**config.mk**
```make
export PLATFORM = sky130hd
export DESIGN_NAME = mux_scan_ctrl
export DESIGN_NICKNAME = d
export VERILOG_FILES = /design/src/rtl/mux_scan_pkg.sv /design/src/rtl/mux_scan_timer.sv /design/src/rtl/mux_scan_ctrl.sv
export SDC_FILE = /design/constraint.sdc
export NUM_CORES = 1
export LEC_CHECK = 0
export CAP_MARGIN = 20
export CORE_MARGIN = 4
export CORE_UTILIZATION = 40
export CTS_CLUSTER_DIAMETER = 150
export CTS_CLUSTER_SIZE = 30
export DETAILED_ROUTE_END_ITERATION = 8
export GPL_ROUTABILITY_DRIVEN = 0
export HOLD_SLACK_MARGIN = 0.03
export PLACE_DENSITY_LB_ADDON = 0.25
export SLEW_MARGIN = 20
export SYNTH_ARGS = -nofsm -noshare
export SYNTH_HDL_FRONTEND = slang
export SYNTH_SLANG_ARGS = --single-unit
```
**constraint.sdc**
```tcl
create_clock -name clk -period 1.75 [get_ports clk]
set_input_delay 0.35 -clock clk [delete_from_list [all_inputs] [get_ports clk]]
set_output_delay 0.35 -clock clk [all_outputs]
set_load 0.03 [all_outputs]
```
**src/rtl/mux_scan_pkg.sv**
```systemverilog
// Shared types and sizes for the 4:1 mux scan controller.
package mux_scan_pkg;

    localparam int unsigned NUM_CH = 4;
    localparam int unsigned SEL_W  = 2;
    localparam int unsigned CNT_W  = 4;

    typedef enum logic [1:0] {
        IDLE   = 2'd0,
        SETTLE = 2'd1,
        DONE   = 2'd2
    } state_e;

endpackage

```
**src/rtl/mux_scan_timer.sv**
```systemverilog
// Settle counter: loadable down-counter with a zero flag, synchronous active-high reset.
module mux_scan_timer
    import mux_scan_pkg::*;
(
    input  logic             clk,
    input  logic             reset,
    input  logic             i_load,
    input  logic [CNT_W-1:0] i_load_val,
    input  logic             i_dec,
    output logic             o_zero
);

    logic [CNT_W-1:0] r_count;

    always_ff @(posedge clk) begin
        if (reset) begin
            r_count <= '0;
        end else if (i_load) begin
            r_count <= i_load_val;
        end else if (i_dec && (r_count != '0)) begin
            r_count <= r_count - 1'b1;
        end
    end

    assign o_zero = (r_count == '0);

endmodule

```
**src/rtl/mux_scan_ctrl.sv**
```systemverilog
// Walks sel 0..3 over a downstream 4:1 mux, capturing one bit per channel into sample.
// Optional parity output enabled by defining MUX_SCAN_PARITY_EN.
module mux_scan_ctrl
    import mux_scan_pkg::*;
#(
    parameter int unsigned SETTLE_CYCLES = 1
) (
    input  logic              clk,
    input  logic              reset,
    input  logic              start,
    input  logic              y_in,
    output logic [SEL_W-1:0]  sel,
    output logic              busy,
    output logic              done,
    output logic [NUM_CH-1:0] sample
`ifdef MUX_SCAN_PARITY_EN
    ,
    output logic              parity
`endif
);

    localparam logic [CNT_W-1:0] LOAD_VAL = CNT_W'(SETTLE_CYCLES - 1);
    localparam logic [SEL_W-1:0] LAST_CH  = SEL_W'(NUM_CH - 1);

    state_e            r_state, w_state_next;
    logic [SEL_W-1:0]  r_sel, w_sel_next;
    logic [NUM_CH-1:0] r_shadow, w_shadow_next;
    logic [NUM_CH-1:0] r_sample, w_sample_next;
    logic              r_busy, r_done;
    logic              w_load, w_dec, w_zero;

    mux_scan_timer u_timer (
        .clk        (clk),
        .reset      (reset),
        .i_load     (w_load),
        .i_load_val (LOAD_VAL),
        .i_dec      (w_dec),
        .o_zero     (w_zero)
    );

    always_ff @(posedge clk) begin
        if (reset) begin
            r_state  <= IDLE;
            r_sel    <= '0;
            r_shadow <= '0;
            r_sample <= '0;
            r_busy   <= 1'b0;
            r_done   <= 1'b0;
        end else begin
            r_state  <= w_state_next;
            r_sel    <= w_sel_next;
            r_shadow <= w_shadow_next;
            r_sample <= w_sample_next;
            r_busy   <= (w_state_next == SETTLE);
            r_done   <= (w_state_next == DONE);
        end
    end

    always_comb begin
        w_state_next  = r_state;
        w_sel_next    = r_sel;
        w_shadow_next = r_shadow;
        w_sample_next = r_sample;
        w_load        = 1'b0;
        w_dec         = 1'b0;
        unique case (r_state)
            IDLE: begin
                w_sel_next = '0;
                if (start) begin
                    w_state_next = SETTLE;
                    w_load       = 1'b1;
                end
            end
            SETTLE: begin
                if (!w_zero) begin
                    w_dec = 1'b1;
                end else begin
                    w_shadow_next[r_sel] = y_in;
                    if (r_sel == LAST_CH) begin
                        // Last bit lands in sample on the same edge it is captured.
                        w_state_next  = DONE;
                        w_sample_next = w_shadow_next;
                        w_sel_next    = '0;
                    end else begin
                        w_sel_next = r_sel + 1'b1;
                        w_load     = 1'b1;
                    end
                end
            end
            DONE: begin
                w_state_next = IDLE;
                w_sel_next   = '0;
            end
            default: begin
                w_state_next = IDLE;
                w_sel_next   = '0;
            end
        endcase
    end

`ifdef MUX_SCAN_PARITY_EN
    logic r_parity;

    always_ff @(posedge clk) begin
        if (reset) begin
            r_parity <= 1'b0;
        end else begin
            r_parity <= ^w_sample_next;
        end
    end

    assign parity = r_parity;
`endif

    assign sel    = r_sel;
    assign busy   = r_busy;
    assign done   = r_done;
    assign sample = r_sample;

endmodule

```
# --- Word-level counts from Yosys, hierarchy flattened ---
# Index checks and enable logic that the tools add are counted.
totals:
  ff_bits: 18
  input_bits: 4
  output_inout_bits: 8
  word_cells: 39
op_classes:
  add_sub_neg: 2
  n_lt_le_gt_ge: 2
  eq_ne: 4
  muxes: 14
  bitwise_logic: 1
  n_reduce_logical: 9
ops:
  columns: ["operator", "count"]
  rows:
  - ["2-bit 2-to-1 mux", 4]
  - ["1-bit 2-to-1 mux", 6]
  - ["4-bit bitwise mux", 1]
  - ["2-bit by 1-bit equality test with 1-bit output (second input constant)", 2]
  - ["2-bit equality test (second input constant)", 2]
  - ["4-bit zero test", 1]
  - ["2-bit one-hot mux with 2 select lines", 1]
  - ["4-bit nonzero test", 1]
  - ["2-bit OR reduction", 2]
  - ["4-bit by 1-bit subtractor with 4-bit output (second input constant)", 1]
  - ["2-bit by 3-bit less-than comparator with 1-bit output (second input constant)", 1]
  - ["3-bit AND reduction", 1]
  - ["2-bit by 1-bit adder with 2-bit output (second input constant)", 1]
  - ["1-bit demux with 2-bit select", 1]
  - ["2-bit by 1-bit >= comparator with 1-bit output (second input constant)", 1]
  - ["1-bit logical AND", 2]
  - ["2-bit zero test", 1]
  - ["1-bit one-hot mux with 2 select lines", 1]
  - ["2-bit AND reduction", 1]
  - ["1-bit NOT", 1]

# --- Logic depth before layout (Yosys ltp) ---
logic_depth:
  word_depth: 5
  depth_mapped: 7
  mapped_depth_nobuf: 5

# --- Modules after synthesis ---
# Synthesis repeated with hierarchy kept, for this count alone.
unflattened:
  hier_cells: 90
  area_unflattened_um2: 885.8
modules_own_cells:
  columns: ["mod", "n_inst", "cells_per_inst", "area_per_inst_um2", "seq_area_each_um2"]
  rows:
  - ["mux_scan_ctrl", 1, 61, 623.1, 260.2]
  - ["mux_scan_timer", 1, 29, 262.8, 80.1]

# --- Least setup slack after synthesis ---
# No wires, ideal clock.
synth_path:
  path_kind: "register -> register"
  start: "reg r_sel[0] (netlist: sel[0])"
  end: "reg u_timer.r_count[0]"
  t_arrival_ns: 1.565
  required_ns: 1.680
  setup_slack_ns: 0.116
  stages_incl_launch_ff: 5
  n_path_buf: 0
  cell_sequence: "dfxtp_1 -> ha_1 -> nor4bb_1 -> o21ai_0 -> a21oi_1"
synth_via:
  elab_chain_len: 5
synth_lines:
  columns: ["item", "line_no", "text"]
  rows:
  - ["start: declaration", "mux_scan_ctrl.sv:26", "logic [SEL_W-1:0] r_sel, w_sel_next;"]
  - ["start signal: assignment", "mux_scan_ctrl.sv:51", "r_sel <= w_sel_next;"]
  - ["2-bit equality test", "mux_scan_ctrl.sv:79", "if (r_sel == LAST_CH) begin"]
  - ["1-bit 2-to-1 mux", "mux_scan_ctrl.sv:79", null]
  - ["1-bit 2-to-1 mux", "mux_scan_ctrl.sv:75", "if (!w_zero) begin"]
  - ["1-bit one-hot mux with 2 select lines", "mux_scan_ctrl.sv:66", "unique case (r_state)"]
  - ["2-bit OR reduction (no line)", null, null]
  - ["end signal: assignment", "mux_scan_timer.sv:19", "r_count <= i_load_val;"]
  - ["end signal: assignment", "mux_scan_timer.sv:21", "r_count <= r_count - 1'b1;"]
  - ["end: declaration", "mux_scan_timer.sv:13", "logic [CNT_W-1:0] r_count;"]
# No other way between the ends.
# A chain may end at the register's enable or synchronous reset.

# --- Final worst setup path ---
layout_path:
  start: "reg r_sample[0] (netlist: sample[0])"
  end: "out sample[0]"
layout_rtl:
  columns: ["item", "line_no", "text"]
  rows:
  - ["start: declaration", "mux_scan_ctrl.sv:28", "logic [NUM_CH-1:0] r_sample, w_sample_next;"]
  - ["start signal: assignment", "mux_scan_ctrl.sv:53", "r_sample <= w_sample_next;"]
  - ["end: declaration", "mux_scan_ctrl.sv:15", "output logic [NUM_CH-1:0] sample"]
# No word-level cell between the ends.

==> summary.md <==
On the critical path the largest part of the delay comes from buffers and inverters. Based on the critical path, the design can be clocked at up to 607 MHz. The tools report the overall via count from detail_route as 658. The startpoint of the tightest hold check path is r_shadow[0]. The endpoint identified for the worst register-to-register timing path is r_shadow[1].

Of all flip-flops after synthesis, the portion carrying an async set or reset was 0%. Traced cell by cell, the critical path runs through clkdlybuf4s50_1. In the routed layout, each cell is associated on average with a via count of 4.84. After layout, the design draws a total of 684 uW. The clock tree root driver cell is clkbuf_4. The netlist uses 26 different library cells. Wires add up to 1570 um.

The first TritonRoute pass finished after 4 iterations. Entering global routing, the biggest net connects 14 pins. The number of enable flip-flop cells after synthesis was 0. Setup violations remaining at the end of the flow were counted as 0.

The floorplan step set the die width to 54.0 um. The number of synthesized register bits was 17; the number of nets still failing antenna checks after routing was 0. The tools report the total negative setup slack as 0 ns. Among all stages on the critical path, the largest delay is contributed by clkdlybuf4s50_1.

The cell taking the most area after synthesis was dfxtp_1. In the routed design, unresolved DRC markers number 0. The maximum vdd drop was 0.333 mV; the fraction of final layout cells sized beyond drive strength 1 was 12.8%. The die covers 2910 sq um.

Buffers placed on the I/O ports in this run total 11. The run finished with clean final reports. The worst register-to-register path has a setup slack of 0.17 ns. The top cell types in the final layout, fill and taps aside, are dfxtp_1 (17), clkdlybuf4s50_1 (9), inv_1 (8). The tools report the total count of max-transition violations in the final report as 0.

The relative slew slack came out at 63.9%. For this run, the register share of the synthesized area comes to 40.3%. In the synthesized netlist, the number of instances is 92. For the initial antenna violation count, the log shows 0. The startpoint identified for the worst register-to-register timing path is u_timer.r_count[0]. The maximum buffer depth of the clock tree was 2.

The most used flip-flop cell after synthesis is dfxtp_1. In this run the cell area of the synthesized design comes to 845 sq um. The cell depth of the worst flop-to-flop path came out at 6. The logs give 12 for the number of ports placed on the die boundary and 0 for the total count of hold-check failures in the final report. STA classifies the critical path endpoint as an output port. The number of cells traversed by the worst hold path was 2. Path category of the worst min-delay check: register to register.

Setup repair after global routing left no endpoint under its margin. The routed length per placed instance works out to 11.5 um. For hold timing, the worst endpoint is r_shadow[0].

The slew at the pin closest to its max-slew limit is 0.541 ns. At the worst endpoint, the required time is 1.40 ns. By area the synthesized netlist is led by dfxtp_1 (40%), mux2i_1 (8.3%), ha_1 (7.4%). The total area of multi-input combinational cells came out at 459 sq um. The final critical-path required period was 1.65 ns. The tools report the nature of the critical path startpoint as a register.

For this design the ratio of total power to cell area is 654 nW/um^2. From synthesis to final layout, the design area changed by 23.9%. Final non-filler cell total: 136.

For this run, the post-layout net count is 119. The first global-routing pass estimated 2590 um of wire. For the sequential standard cell area, the log shows 340 sq um.

The total routing resource utilization after global routing is 12.6%, and the die span in y is 54.0 um. The final critical-path share of the clock period works out to 94.1%. Largest stage delay on the critical path: 0.67 ns. Once the floorplan was initialized, standard cells occupied 42.6% of the core.

The share of synthesized area in the top cell type comes to 40.3%. The tools report the hold slack as 0.482 ns. After clock tree synthesis, the clock-pin slew on the worst setup and hold paths is 0.10 ns.

The core region is 1980 sq um. The logs give 0 for the max-cap violation count and 599 for the number of global-route vias before repair. The antenna cell count is 0.

TritonCTS built the clock tree. The run gives 17 as the number of sinks handled by clock tree synthesis. The layout has 182 filler cells. Counting the buffers created by CTS gives 3. The run gives 101 as the net count after synthesis. The tools report the final HPWL from detailed placement as 1180 um. The number of setup buffers added after CTS is 0.

Most frequent standard cell in the layout excluding fill and tap cells: dfxtp_1. Clock latency on the worst-skew pair, taken at its later pin, is 0.29 ns. The critical path is of the register to output port type.

Number of core rows: 16. The total number of H-tree levels was 1; the cell count after placement was 132. Summed over all layers, the global routing overflow is 0.

After the first detailed-routing iteration, the DRC count stood at 17. Yosys printed 0 warnings. The count of buffering cells on the critical path with inverters included is 1. The critical path data arrival time was 1.30 ns.

A synthesized cell averages 9.18 sq um. Final clock skew: 0.00240 ns. For this design the static power due to leakage is 0.000405 uW.

Of all nets on the critical path, the largest fanout is 2.
## how the worst max path moves through the flow
stage	from	end	slack [ns]	cells after the start
final	sample[0]	sample[0]	0.10	1
after global routing	u_timer.r_count[0]	busy	0.02	6
after floorplan	sel[0]	u_timer.r_count[0]	0.12	4
after detailed placement	u_timer.r_count[0]	r_shadow[1]	0.07	6
after CTS	sel[0]	sel[0]	0.03	1
after global placement	reset	sample[3]	0.13	4
## synth_stat cells, types with 2 or more instances
cell type / count
inv_1: 8
o21ai_1: 4
or3_1: 7
a21oi_1: 6
nor3b_1: 4
nand3_1: 2
nor2_1: 3
ha_1: 5
dfxtp_1: 17
nand2_1: 2
nor3_2: 3
o21ai_0: 3
clkbuf_1: 2
nand2b_1: 5
mux2i_1: 7
buf_2: 2
nor3_1: 2
a2111oi_0: 2
## report_power, final
part	switching (uW)	internal, uW
Clock	124	88.5
Sequential	6.10	394
Combinational	39.2	31.4
Total	170	514
## sequential cells by signal (all words and copies together), names as in the netlist
register / cells
busy: 1
u_timer.r_count: 4
sel: 2
done: 1
r_shadow: 3
sample: 4
r_state: 2
## tightest hold or removal path: cells and delay by family (launching register included)
family	cells	cell delay (ns)
DFF	1	0.33
muxes	1	0.05
and+or+nand+nor	1	0.06
## cells by family after synthesis
kind of cell | after synthesis | synth area share (%)
AND/OR/NAND/NOR | 33 | 25.5
AO/OA/AOI/OAI | 18 | 12.9
flip-flops | 17 | 40.3
buffers and inverters | 12 | 5.63
multiplexers | 7 | 8.30
adder cells (fa/ha/maj) | 5 | 7.41
## cell type report
cell class              instances  share of cell area (%)
multi-input cells              63                    43.9
well taps                      27                    3.23
flip-flops and latches         17                    32.5
clock buffers                   4                    2.51
inverters                       8                    2.87
repair buffers                 17                    15.0
## routing by layer
layer  vias to the layer above  wire length (um)  global-route usage, %
met1                       287               850                   17.5
met3                         2                57                   2.49
met5                         -                 0                      0
met2                        11               649                   17.9
met4                         0                10                   6.81
li1                        358                 -                      -
## per-stage QoR
| stage | worst slack, ns | area (sq um) | util (%) |
|---|---|---|---|
| floorplan | 0.116 | 845 | - |
| CTS | 0.0299 | 1040 | 52.5 |
| global placement | 0.127 | 1020 | 51.3 |
| finish | 0.103 | 1050 | 52.8 |
| global route | 0.0249 | 1050 | 52.8 |
| detailed placement | 0.0721 | 1020 | 51.3 |
## timing repair
action	4_1_cts	5_1_grt
hold buffers	0	0
gates resized for setup	1	2
endpoints found under the setup margin	1	4
No activity file was read; power rests on OpenSTA's default activity.
